File: src/rtl/game_round_ctrl_if.sv
// Round-control bundle between the start switch, the game core and the scheduler.
// The scheduler takes the slave side and the board/core side takes the master side.
interface game_round_ctrl_if;
  logic       start;
  logic       core_good;
  logic       core_fail;
  logic       sw_activity;
  logic       core_enable;
  logic       pace_tick;
  logic [2:0] difficulty;
  logic [3:0] level;
  logic [1:0] lives;
  logic       game_over;
  logic       win;

  modport master (
    output start, core_good, core_fail, sw_activity,
    input  core_enable, pace_tick, difficulty, level, lives, game_over, win
  );

  modport slave (
    input  start, core_good, core_fail, sw_activity,
    output core_enable, pace_tick, difficulty, level, lives, game_over, win
  );
endinterface

File: src/rtl/game_round_ctrl.sv
// Round scheduler for the LED memory game: level/lives/difficulty, core restart and pace tick.
// Result pulses land two edges later in the counters; inputs are pulses with no backpressure.
module game_round_ctrl #(
  parameter int TICK_BASE     = 1000,
  parameter int DIFF_MAX      = 7,
  parameter int LIVES         = 3,
  parameter int LEVEL_MAX     = 10,
  parameter int TIMEOUT_TICKS = 16
) (
  input logic               clk,
  input logic               rst,
  game_round_ctrl_if.slave  bus
);

  typedef enum logic [2:0] {
    S_IDLE = 3'd0,
    S_ARM  = 3'd1,
    S_PLAY = 3'd2,
    S_PASS = 3'd3,
    S_MISS = 3'd4,
    S_OVER = 3'd5
  } state_t;

  state_t      state_q;
  state_t      state_d;

  logic [15:0] pace_cnt_q;
  logic [15:0] period;
  logic [7:0]  to_cnt_q;
  logic [2:0]  diff_q;
  logic [3:0]  level_q;
  logic [1:0]  lives_q;
  logic        win_q;
  logic        tick;
  logic        timeout;
  logic        enable;
  logic        over;

  // Period only depends on difficulty, which is frozen for the whole PLAY visit.
  assign period  = 16'(TICK_BASE) * (16'd8 - 16'(diff_q));
  assign tick    = (state_q == S_PLAY) && (pace_cnt_q == period - 16'd1);
  assign timeout = (to_cnt_q >= 8'(TIMEOUT_TICKS));

  always_ff @(posedge clk or posedge rst) begin
    if (rst) begin
      state_q <= S_IDLE;
    end else begin
      state_q <= state_d;
    end
  end

  always_comb begin
    state_d = state_q;
    case (state_q)
      S_IDLE, S_OVER: begin
        if (bus.start) state_d = S_ARM;
      end
      S_ARM: state_d = S_PLAY;
      S_PLAY: begin
        if (bus.core_fail || timeout) state_d = S_MISS;
        else if (bus.core_good)       state_d = S_PASS;
      end
      S_PASS: state_d = (level_q == 4'(LEVEL_MAX)) ? S_OVER : S_ARM;
      S_MISS: state_d = (lives_q <= 2'd1) ? S_OVER : S_ARM;
      default: state_d = S_IDLE;
    endcase
  end

  // The core stays enabled through PASS/MISS so each round drops enable only in ARM.
  always_comb begin
    enable = 1'b0;
    over   = 1'b0;
    case (state_q)
      S_PLAY, S_PASS, S_MISS: enable = 1'b1;
      S_OVER:                 over   = 1'b1;
      default: begin
        enable = 1'b0;
        over   = 1'b0;
      end
    endcase
  end

  assign bus.core_enable = enable;
  assign bus.game_over   = over;
  assign bus.pace_tick   = tick;
  assign bus.difficulty  = diff_q;
  assign bus.level       = level_q;
  assign bus.lives       = lives_q;
  assign bus.win         = win_q;

  always_ff @(posedge clk or posedge rst) begin
    if (rst) begin
      pace_cnt_q <= 16'd0;
      to_cnt_q   <= 8'd0;
    end else if (state_q == S_ARM) begin
      pace_cnt_q <= 16'd0;
      to_cnt_q   <= 8'd0;
    end else if (state_q == S_PLAY) begin
      pace_cnt_q <= tick ? 16'd0 : pace_cnt_q + 16'd1;
      // Player activity beats a simultaneous tick.
      if (bus.sw_activity) begin
        to_cnt_q <= 8'd0;
      end else if (tick) begin
        to_cnt_q <= to_cnt_q + 8'd1;
      end
    end
  end

  always_ff @(posedge clk or posedge rst) begin
    if (rst) begin
      diff_q  <= 3'd0;
      level_q <= 4'd0;
      lives_q <= 2'd0;
      win_q   <= 1'b0;
    end else begin
      case (state_q)
        S_IDLE, S_OVER: begin
          if (bus.start) begin
            diff_q  <= 3'd0;
            level_q <= 4'd1;
            lives_q <= 2'(LIVES);
            win_q   <= 1'b0;
          end
        end
        S_PASS: begin
          diff_q <= (diff_q >= 3'(DIFF_MAX)) ? 3'(DIFF_MAX) : diff_q + 3'd1;
          if (level_q == 4'(LEVEL_MAX)) begin
            win_q <= 1'b1;
          end else begin
            level_q <= level_q + 4'd1;
          end
        end
        S_MISS: begin
          diff_q  <= (diff_q == 3'd0) ? 3'd0 : diff_q - 3'd1;
          lives_q <= (lives_q == 2'd0) ? 2'd0 : lives_q - 2'd1;
        end
        default: begin
          diff_q  <= diff_q;
          level_q <= level_q;
        end
      endcase
    end
  end

endmodule

File: src/flat_wrapper.sv
// flat-port wrapper written by rule: the top's interface ports become plain ports
module game_round_ctrl_flat 
#(
  parameter int TICK_BASE     = 1000,
  parameter int DIFF_MAX      = 7,
  parameter int LIVES         = 3,
  parameter int LEVEL_MAX     = 10,
  parameter int TIMEOUT_TICKS = 16
)
  (clk, rst, bus_start, bus_core_good, bus_core_fail, bus_sw_activity, bus_core_enable, bus_pace_tick, bus_difficulty, bus_level, bus_lives, bus_game_over, bus_win);
  game_round_ctrl_if bus_i ();
  input logic clk;
  input logic rst;
  input wire logic [$bits(bus_i.start)-1:0] bus_start;
  input wire logic [$bits(bus_i.core_good)-1:0] bus_core_good;
  input wire logic [$bits(bus_i.core_fail)-1:0] bus_core_fail;
  input wire logic [$bits(bus_i.sw_activity)-1:0] bus_sw_activity;
  output wire logic [$bits(bus_i.core_enable)-1:0] bus_core_enable;
  output wire logic [$bits(bus_i.pace_tick)-1:0] bus_pace_tick;
  output wire logic [$bits(bus_i.difficulty)-1:0] bus_difficulty;
  output wire logic [$bits(bus_i.level)-1:0] bus_level;
  output wire logic [$bits(bus_i.lives)-1:0] bus_lives;
  output wire logic [$bits(bus_i.game_over)-1:0] bus_game_over;
  output wire logic [$bits(bus_i.win)-1:0] bus_win;
  assign bus_i.start = bus_start;
  assign bus_i.core_good = bus_core_good;
  assign bus_i.core_fail = bus_core_fail;
  assign bus_i.sw_activity = bus_sw_activity;
  assign bus_core_enable = bus_i.core_enable;
  assign bus_pace_tick = bus_i.pace_tick;
  assign bus_difficulty = bus_i.difficulty;
  assign bus_level = bus_i.level;
  assign bus_lives = bus_i.lives;
  assign bus_game_over = bus_i.game_over;
  assign bus_win = bus_i.win;
  game_round_ctrl #(.TICK_BASE(TICK_BASE), .DIFF_MAX(DIFF_MAX), .LIVES(LIVES), .LEVEL_MAX(LEVEL_MAX), .TIMEOUT_TICKS(TIMEOUT_TICKS)) u_core (.clk(clk), .rst(rst), .bus(bus_i));
endmodule
File: config.mk
export PLATFORM = sky130hd
export DESIGN_NAME = game_round_ctrl_flat
export DESIGN_NICKNAME = d
export VERILOG_FILES = /design/src/rtl/game_round_ctrl_if.sv /design/src/rtl/game_round_ctrl.sv /design/src/flat_wrapper.sv
export SDC_FILE = /design/constraint.sdc
export NUM_CORES = 1
export LEC_CHECK = 0
export CORE_ASPECT_RATIO = 2
export CORE_MARGIN = 2
export CORE_UTILIZATION = 25
export DETAILED_ROUTE_END_ITERATION = 10
export GPL_TIMING_DRIVEN = 0
export HOLD_SLACK_MARGIN = 0.02
export PLACE_DENSITY = 0.51
export SLEW_MARGIN = 15
export SYNTH_ARGS = -nofsm -noshare
export SYNTH_HDL_FRONTEND = slang
export SYNTH_SLANG_ARGS = --single-unit
export TNS_END_PERCENT = 5
File: constraint.sdc
create_clock -name clk -period 12.57 [get_ports clk]
set_clock_uncertainty 0.15 [all_clocks]
set_input_delay 2.514 -clock clk [delete_from_list [all_inputs] [get_ports clk]]
set_output_delay 2.514 -clock clk [all_outputs]
set_load 0.05 [all_outputs]
==> flow_summary.toml <==
[outcome]
status = "complete, no violations"

[clock_network]
cts_tree = "built"
cts_resized = 0
post_cts_buffers = 0
cts-root-buf = "clkbuf_16"
numCtsBuffers = 5
cts_hold_buf = 0
clock-sinks = 37
path_clk_slew_ns = 0.05
cts_htree_levels = 2
clkLatencyLatePin_ns = 0.28
cts_buffer_depth = 2

[flow_run]
drv_cap = 0

[critical_path]
worst_ep_required_time_ns = 9.91
cp.arrival_ns = 6.58
cp-end-kind = "output pin"
cp-start-kind = "flop"
path_max_fanout = 12
path_class = "flop to output pin"

[timing]
slew_headroom = 0.507
setup_tns_ns = 0
maxSlewViolCount = 0
fin_crit_sh = 0.735
clock.fmax_mhz = 108
setup_viol = 0
tightest_slew_ns = 0.736
rsz0062_at_grt = "false"
post-route-min-period_ns = 9.24
fin_ws_ns = 3.33
hold_violations = 0

[routing]
routed_wl_mm = 8.89
vias = 3102
ant_nets = 0
drt-wirelength-per-cell_microns = 14.0
vias_per_cell = 4.89
drt_iter0_drc = 103
firstDrtPassIters = 4
route.detailed.drc = 0

[synthesis]
synth_edf_count = 0
synthAdderAreaFrac = 0.176
synthXorXnorAreaFrac = 0.0587
seq_area_frac_synth = 0.263
synthTopCellsByCount = "nor2_1, nand2_1, ha_1, dfrtp_1, inv_1"
synth-seq-cells = 37
muxShareOfSynthArea = 0.0317
synth_nets = 472
yosysTopAreaCellShare = 0.263
synth_compound_area_frac = 0.159
synth_flop_cell = "dfrtp_1"
synth_simple_gate_area_frac = 0.261
ys.warnings.count = 0
synth.distinct_cells = 58
yosysTopAreaCell = "dfrtp_1"
yosys.cell_count.top_type = "nor2_1"
netlist_instances = 420
synthesis.area_per_instance_sq_um = 8.38
synth.cell_area_sq_mm = 0.00352
synthArstFlopShare = 1.00
synth_top_family_by_area = "simple AND/OR/NAND/NOR gates"
synth.top_cells.by_area = "dfrtp_1, ha_1, nor2_1"

[global_routing]
grt_pass1_wl_mm = 15.2
grt_max_degree = 28
busiest_layer = "met2"
overflow = 0
grtUsageMet2 = 0.259
grt_pass1_vias = 3214
met3_usage = 0.00912
track_usage = 0.128
use_met1 = 0.115
antenna_found_initial = 0

[die]
dieArea_sq_mm = 0.0151
die_w_microns = 87.9
start_util = 0.255
core_area_sq_mm = 0.0138
rows = 61
dieHeight_microns = 172
io_pins = 19

[place]
post-place-ws_ns = 3.53
place_inst = 628
port_buffers = 18
gp_congestion = 0.838
place_hpwl_mm = 7.27

[finish]
diodes = 0
fin_cells = 635
fin_util = 0.297
syn_to_final_growth_pct = 16.5
final_layout_size_suffix_gt1_frac = 0.0516
fillerInstances = 1460
final_nets = 498

[min_path]
hp-class = "flop to flop"
worst max-delay path, cell delays in order (launching register included):
cell and delay (ns):
dfrtp_1 0.60, inv_1 0.25, ha_1 0.53, xor2_1 0.36, xnor2_1 0.13, fa_1 0.49, inv_1 0.05, fa_1 0.42
ha_1 0.29, ha_1 0.28, clkbuf_1 0.27, nand4_1 0.17, o211a_1 0.24, o311ai_1 0.53, nand4b_1 0.22, xnor3_1 0.28
a211oi_1 0.28, clkdlybuf4s50_1 0.87
layer usage:
| layer | vias to the layer above | part of all wire |
|---|---|---|
| met2 | 50 | 0.59 |
| li1 | 1544 | - |
| met3 | 25 | 0.015 |
| met1 | 1483 | 0.34 |
| met5 | - | 0 |
| met4 | 0 | 0.055 |
placed cells by master, fill, tap and decap left out, types with 9 or more instances in the layout:
cell type        instances
nand2b_1                12
nor3_1                  16
ha_1                    40
dfrtp_1                 37
clkbuf_1                13
mux2i_1                 10
xor2_1                   9
nor2_1                  44
o21ai_0                 12
inv_1                   27
nand3_1                 27
xnor2_1                 12
clkdlybuf4s50_1         18
a21oi_1                 15
nand2_1                 42
cell families (layout without fill, tap and decap cells):
| logic type | Yosys count | after routing |
|---|---|---|
| mux | 11 | 11 |
| xor+xnor | 22 | 22 |
| buf+inv | 45 | 71 |
| compound gates | 74 | 74 |
| simple gates | 185 | 185 |
| flops | 37 | 37 |
| fa+ha+maj | 46 | 46 |
metrics by stage:
step	instance area [sq um]	hold WS (ns)
detailed placement	3960	0.377
CTS	4100	0.385
floorplan	3520	0.338
finish	4100	0.379
global placement	3940	0.362
global route	4100	0.424
flip-flops by register name (all words and copies together) (netlist names):
signal                 flops
u_core.pace_cnt_q         16
u_core.state_q             3
u_core.bus.difficulty      3
u_core.bus.level           4
u_core.bus.win             1
u_core.bus.lives           2
u_core.to_cnt_q            8
worst paths after layout:
path / startpoint / end / depth (start not counted) / slack (ns)
min in group asynchronous: rst / u_core.state_q[0] / 2 / 2.32
max: u_core.bus.difficulty[0] / bus_pace_tick / 17 / 3.33
min reg2reg: u_core.pace_cnt_q[0] / u_core.pace_cnt_q[0] / 1 / 0.38
min: u_core.pace_cnt_q[0] / u_core.pace_cnt_q[0] / 1 / 0.38
max in group asynchronous: rst / u_core.to_cnt_q[6] / 3 / 9.51
max reg2reg: u_core.bus.difficulty[0] / u_core.pace_cnt_q[6] / 19 / 6.20
area by class of cell:
type                            count  area, sq um  share of cell area
Buffer                             16         68.8              0.0168
Clock buffer                        7          143              0.0348
Inverter                           29          109              0.0266
Multi-Input combinational cell    338         2410               0.589
Sequential cell                    37          926               0.226
Tap cell                          189          236              0.0577
Timing Repair Buffer               19          200              0.0489
Power is not shown: default switching activity piles up to over one toggle a cycle in this logic, so the estimate is an artifact.
